### src/rtl/bcd_window_scroller.sv
// rtl/bcd_window_scroller.sv - captures a BCD product and presents a saturating 3-digit scroll window
module bcd_window_scroller #(
    parameter int DIGITS   = 5,
    parameter int WIN      = 3,
    parameter int BLANK_LZ = 1
) (
    input  logic                  clk,
    input  logic                  rst_posedge,
    input  logic                  done,
    input  logic [4*DIGITS-1:0]   bcd,
    input  logic                  negative,
    input  logic                  sh_left,
    input  logic                  sh_right,
    output logic [3:0]            dig0,
    output logic [3:0]            dig1,
    output logic [3:0]            dig2,
    output logic [2:0]            dig_blank,
    output logic                  show_sign,
    output logic                  more_left,
    output logic                  more_right,
    output logic [1:0]            pos,
    output logic                  valid
);

    localparam int         IW      = $clog2(DIGITS) + 2;
    localparam logic [1:0] POS_MAX = 2'(DIGITS - WIN);

    logic [4*DIGITS-1:0] held_q;
    logic                neg_q;
    logic [IW-1:0]       msd_q, msd_d;
    logic [1:0]          pos_q, pos_d;
    logic                valid_q;
    logic                done_q;
    logic                armed_q;
    logic                capture;

    // armed_q blocks a capture when done is already high as reset releases
    assign capture = done & ~done_q & armed_q;

    always_comb begin
        msd_d = '0;
        for (int i = 0; i < DIGITS; i++) begin
            if (bcd[4*i +: 4] != 4'd0) msd_d = IW'(i);
        end
    end

    always_comb begin
        pos_d = pos_q;
        if (capture) begin
            pos_d = 2'd0;
        end else if (valid_q) begin
            if (sh_left && !sh_right && pos_q < POS_MAX)
                pos_d = pos_q + 2'd1;
            else if (sh_right && !sh_left && pos_q != 2'd0)
                pos_d = pos_q - 2'd1;
        end
    end

    always_ff @(posedge clk or posedge rst_posedge) begin
        if (rst_posedge) begin
            held_q  <= '0;
            neg_q   <= 1'b0;
            msd_q   <= '0;
            pos_q   <= 2'd0;
            valid_q <= 1'b0;
            done_q  <= 1'b0;
            armed_q <= 1'b0;
        end else begin
            done_q <= done;
            pos_q  <= pos_d;
            if (!done) armed_q <= 1'b1;
            if (capture) begin
                held_q  <= bcd;
                neg_q   <= negative;
                msd_q   <= msd_d;
                valid_q <= 1'b1;
            end
        end
    end

    logic [3:0]          win_dig [3];
    logic [2:0]          win_blank;
    logic [IW-1:0]       idx;
    logic [4*DIGITS-1:0] shifted;

    always_comb begin
        idx       = '0;
        shifted   = '0;
        win_blank = 3'b111;
        for (int k = 0; k < 3; k++) begin
            idx        = IW'(pos_q) + IW'(k);
            shifted    = held_q >> {idx, 2'b00};
            win_dig[k] = shifted[3:0];
            if (valid_q)
                win_blank[k] = (BLANK_LZ != 0) && (idx > msd_q) && (idx != '0);
        end
    end

    assign dig0       = win_dig[0];
    assign dig1       = win_dig[1];
    assign dig2       = win_dig[2];
    assign dig_blank  = win_blank;
    assign show_sign  = valid_q & neg_q & (|held_q);
    assign more_left  = valid_q & ((IW'(pos_q) + IW'(WIN - 1)) < msd_q);
    assign more_right = valid_q & (pos_q != 2'd0);
    assign pos        = pos_q;
    assign valid      = valid_q;

endmodule

### config.mk
export PLATFORM = sky130hd
export DESIGN_NAME = bcd_window_scroller
export DESIGN_NICKNAME = d
export VERILOG_FILES = /design/src/rtl/bcd_window_scroller.sv
export SDC_FILE = /design/constraint.sdc
export NUM_CORES = 1
export LEC_CHECK = 0
export ABC_AREA = 1
export ABC_CLOCK_PERIOD_IN_PS = 3500
export BUFFER_PORTS_ARGS = -buffer_cell sky130_fd_sc_hd__buf_4
export CAP_MARGIN = 20
export CORE_ASPECT_RATIO = 1.2
export CORE_MARGIN = 5
export CORE_UTILIZATION = 50
export CTS_BUF_LIST = sky130_fd_sc_hd__clkbuf_2 sky130_fd_sc_hd__clkbuf_4 sky130_fd_sc_hd__clkbuf_8
export CTS_CLUSTER_SIZE = 12
export DETAILED_ROUTE_END_ITERATION = 7
export GPL_TIMING_DRIVEN = 0
export MAX_ROUTING_LAYER = met4
export PLACE_DENSITY = 0.76
export SYNTH_ARGS = -nofsm -noshare
export SYNTH_HDL_FRONTEND = slang
export SYNTH_SLANG_ARGS = --single-unit
### constraint.sdc
create_clock -name clk -period 3.5 [get_ports clk]
set_clock_uncertainty 0.1 [all_clocks]
set_input_delay 0.35 -clock clk [delete_from_list [all_inputs] [get_ports clk]]
set_output_delay 0.35 -clock clk [all_outputs]
set_load 0.02 [all_outputs]
==> results of run 1 <==
==> power breakdown <==
part | total [uW] | switching [uW] | internal [uW]
sequential | 432 | 52.3 | 379
combinational | 982 | 579 | 403
clock | 269 | 132 | 137
total | 1680 | 764 | 919
==> worst max path at each step <==
stage	end	slack, ns	from
after floorplan	dig_blank[0]	1.16	pos[1]
after global placement	dig_blank[1]	1.14	pos[1]
after detailed placement	dig_blank[1]	1.12	pos[1]
after CTS	dig_blank[1]	0.80	pos[1]
after global routing	dig_blank[1]	0.60	pos[1]
final	dig_blank[1]	0.81	pos[1]
==> per-stage QoR <==
step                instance area (sq um)  power (uW)  std cells  worst slack (ns)
floorplan                            1810        1050        239              1.16
global placement                     2200        1390        324              1.14
detailed placement                   2200        1410        324              1.12
CTS                                  2290        1680        332             0.803
global route                         2310        1800        333             0.595
finish                               2310        1680        333             0.814
==> layer usage <==
metal	vias to the layer above	GRT usage (%)
met5	-	-
met4	0	10.8
met3	17	4.28
met1	817	24.3
met2	78	36.8
li1	882	-
==> cell type report <==
class                      instances  area, sq um  area share, %
multi-input combinational        171          885           38.2
sequential                        29          726           31.4
timing repair buffer              47          373           16.1
inverter                          30          118           5.08
buffer                             9         78.8           3.41
clock buffer                       5         68.8           2.97
tap                               39         48.8           2.11
clock inverter                     3         17.5          0.757
==> worst register-to-register path, cell delays in order (launching register included) <==
cell	delay (ns)
dfrtp_1	0.47
buf_6	0.18
inv_4	0.07
buf_4	0.18
ha_1	0.20
inv_1	0.08
nand3_1	0.08
nand3_1	0.08
nand2_1	0.10
nand2_1	0.07
o21ai_0	0.08
==> cell usage in the layout (no fill, tap or decap) <==
master       n
buf_16       1
nand3_2      1
o21ai_1      1
o21ai_2      3
a21oi_2      1
nand2_1     66
nor2_2       1
inv_1       27
o22ai_1      5
buf_4       50
nor2_1      25
buf_6        4
o211ai_1     5
o21ai_0     34
inv_2        1
nor3_1       1
nor3_2       1
nand3_1      9
inv_4        2
dfrtp_1     29
ha_1        10
clkinvlp_4   1
o31ai_1      1
clkbuf_8     5
a21oi_1      3
mux2i_1      4
clkinv_2     2
clkbuf_1     1
==> registers in the layout, summed over array words and instances (netlist names) <==
name / count
armed_q: 1
msd_q: 3
valid: 1
held_q: 20
pos: 2
neg_q: 1
done_q: 1
==> cell families (layout without fill, tap and decap cells) <==
family | Yosys count | in the layout | synth area share, %
AND/OR/NAND/NOR | 104 | 104 | 23.1
AO/OA/AOI/OAI | 53 | 53 | 16.7
buffers and inverters | 39 | 94 | 10.9
flip-flops | 29 | 29 | 40.2
adder cells (fa/ha/maj) | 10 | 10 | 6.93
multiplexers | 4 | 4 | 2.22
==> flow_summary.toml, run 1 <==
[worst_setup_path]
rrSetupSlack_ns = 1.68
crit_buf_inv = 4
crit_path_end_kind = "output port"
worstPathRequired_ns = 3.05
startpoint_type = "register"
critPathTopFamily = "buffers and inverters"
cpMaxStageDelayCell = "dfrtp_1"
cp_max_fo = 11
critPathMaxStageDelay_ns = 0.47
cp_num_cells = 10
r2r-start = "pos[1]"
r2r_end = "pos[0]"
crit_chain = "buf_6 -> inv_4 -> buf_4 -> ha_1 -> ha_1 -> nand2_1 -> o21ai_0 -> o21ai_0 -> nand2_1 -> buf_4"
rr_worst_depth = 10
path_class = "reg2out"
critPathArrivalTime_ns = 2.24

[sta]
period_needed_ns = 2.69
hold_violations = 0
max_clock_freq_mhz = 372
final-max-slew-violation-count = 0
holdWs_ns = 0.0322
worst_pin_slew_ns = 0.594
rsz0062_at_grt = "no"
setup_viol_count_final = 0
slew_headroom_pct = 60.3
setup_tns_ns = 0
period_share_pct = 76.7

[synthesis]
async_reset_ff_share_pct = 100
synth_nets = 275
synth-edff-count = 0
ys_top_cells_by_area = "dfrtp_1, nand2_1, o21ai_0"
synth_cells = 239
synth-main-ff-cell = "dfrtp_1"
yosysMostFrequentCell = "nand2_1"
synthesis.area_sq_um = 1810
yosys.area.top_type = "dfrtp_1"
synth_warnings = 0
synth_top_area_share_pct = 40.2
ys_seq_area_share_pct = 40.2
netlist_top_cells_count = "nand2_1, o21ai_0, dfrtp_1, inv_1, nor2_1"
yosysUniqueCellTypes = 24
yosys_register_bits = 29
synth.avg_cell_area_sq_um = 7.56

[clock_tree]
cts_buffer_depth = 2
cts_max_level = 2
post-cts-setup-buffers = 0
cts_sinks = 29
cts_inserted_buffers = 5
postCtsResizedCells = 0
cts_tree = "yes"
cts_root_buf = "clkbuf_8"
clk_pin_slew_worst_paths_ns = 0.06
clk_latency_ns = 0.28
cts_hold_buf = 0

[cells_and_area]
utilization_pct = 64.8
num_antenna_cells = 0
syn_to_final_growth_pct = 28.1
fin_nets = 329
n_fill_cell = 323
layout-drive-gt1-share_pct = 24.8

[global_route]
grt_pass1_vias = 1672
antenna_found_initial = 0
grt_pass1_wl_mm = 7.66
grt_use_total_pct = 21.6
grt_overflow = 0
grt_max_degree = 30

[die]
io_pins = 47
die_area_sq_um = 4920
start_util_pct = 50.6
fp.dieH_um = 75.9
coreArea_sq_um = 3570
die_x_um = 64.9
rows = 24

[detailed_routing]
drc = 0
drtIter0Drc = 94
wl_met2_mm = 2.37
drt-met1-wl_mm = 1.81
dr_wl_met3_um = 329
dr.pass1.iters = 5
drtAntennaViolNets = 0
drt_wl_total_mm = 4.67
vias_per_cell = 5.39
wire_per_inst_um = 14.0
vias = 1794
topRoutingLayerUsed = "met4"

[pwr]
p_leak_uw = 0.00123
ir_drop_mv = 0.509
p_per_area_nw_per_um2 = 727

[outcome]
status = "completed"

[placed_design]
dpl.hpwl_mm = 3.56
io_buffers = 46
place_congestion = 0.913

[min_path]
hp-class = "in2async"

[flow_run]
drv_cap = 0
Note: power is estimated with default switching activity, not from simulation.
==> inputs of run 2 (changes only) <==
--- a/config.mk
+++ b/config.mk
@@ -6,7 +6,7 @@
 export NUM_CORES = 1
 export LEC_CHECK = 0
 export ABC_AREA = 1
-export ABC_CLOCK_PERIOD_IN_PS = 3500
+export ABC_CLOCK_PERIOD_IN_PS = 2750
 export BUFFER_PORTS_ARGS = -buffer_cell sky130_fd_sc_hd__buf_4
 export CAP_MARGIN = 20
 export CORE_ASPECT_RATIO = 1.2
==> constraint.sdc (replaced) <==
create_clock -name clk -period 2.75 [get_ports clk]
set_clock_uncertainty 0.1 [all_clocks]
set_input_delay 0.275 -clock clk [delete_from_list [all_inputs] [get_ports clk]]
set_output_delay 0.275 -clock clk [all_outputs]
set_load 0.02 [all_outputs]
==> run 2 against run 1 <==
Clock power up 27%. Worst setup slack worse by 0.59 ns. The run now ends with negative hold slack left. Core utilization up 0.14 points. Via count down 2.3%. Highest routed layer unchanged. Sequential power up 27%. Sequential share of layout area about the same. Hold slack worse by 0.072 ns. Die area unchanged. First-iteration DRC count down 19%. Global-route usage unchanged.
==> flow_summary.toml, run 2 (same netlist as run 1, synthesis figures left out) <==
[detailed_routing]
vias = 1753
drt_wl_total_mm = 4.59
dr.pass1.iters = 4
vias_per_cell = 5.26
drc = 0
drtIter0Drc = 76
drtAntennaViolNets = 0
wire_per_inst_um = 13.8

[cells_and_area]
fin_nets = 329
n_fill_cell = 324
syn_to_final_growth_pct = 28.4
final_common_cell = "nand2_1"
layout-drive-gt1-share_pct = 25.2
num_antenna_cells = 0
regMostFlops = "held_q"
multi_input_area_sq_um = 885
regArea_sq_um = 727
fin_cells = 333
layout_common_cells = "nand2_1, buf_4, o21ai_0, dfrtp_1, inv_1"
largest_reg_flops = 20

[outcome]
status = "finished with violations"
violations = "negative hold slack"

[global_route]
grt_pass1_vias = 1672
grt_overflow = 0
grt_pass1_wl_mm = 7.66
antenna_found_initial = 0
grt_max_degree = 30
grt_use_total_pct = 21.6

[pwr]
clock_power_share_pct = 16.0
internal_power_uw = 1180
pwr-share-seq_pct = 25.7
p_comb_share_pct = 58.3
p_sw_uw = 964
p_per_area_nw_per_um2 = 923
power.total_uw = 2140
p_leak_uw = 0.00123
netSwitchingFraction_pct = 45.1
ir_drop_mv = 0.649

[die]
coreArea_sq_um = 3570
die_area_sq_um = 4920
fp.dieH_um = 75.9
io_pins = 47
start_util_pct = 50.6
rows = 24
die_x_um = 64.9

[sta]
period_needed_ns = 2.53
max_clock_freq_mhz = 395
fin_ws_ns = 0.220
period_share_pct = 92.0
worst_pin_slew_ns = 0.595
rsz0062_at_grt = "no"
slew_headroom_pct = 60.3
setup_tns_ns = 0
final-max-slew-violation-count = 0
setup_viol_count_final = 0
holdWs_ns = -0.0395
hold_violations = 12

[clock_tree]
cts_buffer_depth = 2
cts_root_buf = "clkbuf_8"
clk_pin_slew_worst_paths_ns = 0.06
cts_hold_buf = 0
clk_latency_ns = 0.28
cts_inserted_buffers = 5
cts_tree = "yes"
cts_max_level = 2
cts_sinks = 29

[flow_run]
drv_cap = 0

[worst_setup_path]
rr_worst_depth = 10
critPathArrivalTime_ns = 2.15
path_class = "reg2out"
startpoint_type = "register"
worstPathRequired_ns = 2.38
cp_max_fo = 12
crit_path_end_kind = "output port"

[min_path]
hp-class = "in2async"

[placed_design]
dp_cells = 324
io_buffers = 46
pre_cts_ws_ns = 0.449
place_congestion = 0.913
dpl.hpwl_mm = 3.56
==> run 2: path summary, 6_finish.rpt <==
check	from	endpoint	slack [ns]
worst max-delay path	pos[0]	dig_blank[1]	0.22
worst min register to register	armed_q	armed_q	0.38
min in group clk	done	done_q	0.02
max in group asynchronous	rst_posedge	msd_q[2]	2.10
worst min-delay path	rst_posedge	held_q[1]	-0.04
worst max register to register	pos[0]	pos[0]	1.01
==> run 2: power by group through the flow <==
stage	clock, uW	sequential, uW	combinational [uW]
2_1_floorplan	0	552	784
3_3_place_gp	0	554	1220
5_1_grt	364	559	1380
4_1_cts	348	547	1250
3_5_place_dp	0	554	1240
6_report	341	550	1250
==> run 2: routing by layer <==
metal	up-vias	global-route usage, %	wire [um]
li1	881	-	-
met1	800	24.3	1840
met2	58	36.8	2320
met3	14	4.28	278
met4	0	10.8	153
met5	-	-	0
==> run 2: through the flow <==
step	util, %	cell area (sq um)	hold WS, ns
3_5_place_dp	61.6	2200	0.313
3_3_place_gp	61.6	2200	0.310
2_1_floorplan	-	1810	0.206
4_1_cts	64.0	2290	0.0159
5_1_grt	64.9	2320	0.00912
6_report	64.9	2320	-0.0395
==> run 2: worst max-delay path, cell delays in order, from the launching register on <==
cell and delay, ns:
dfrtp_1 0.41, buf_6 0.18, inv_4 0.07, buf_6 0.15, ha_1 0.30, ha_1 0.28, nand2_1 0.05, o21ai_0 0.13
o21ai_0 0.11, nand2_1 0.06, buf_4 0.13
==> run 2: final cells by class <==
| class | instances | share of cell area, % |
|---|---|---|
| Multi-Input combinational cell | 171 | 38.1 |
| Sequential cell | 29 | 31.3 |
| Timing Repair Buffer | 48 | 16.4 |
| Inverter | 30 | 5.07 |
| Buffer | 8 | 3.24 |
| Clock buffer | 5 | 2.97 |
| Tap cell | 39 | 2.10 |
| Clock inverter | 3 | 0.755 |
==> run 2: timing repair <==
action	in CTS	in global routing
setup buffers	0	1
resized for setup	0	2
setup endpoints to repair	0	1
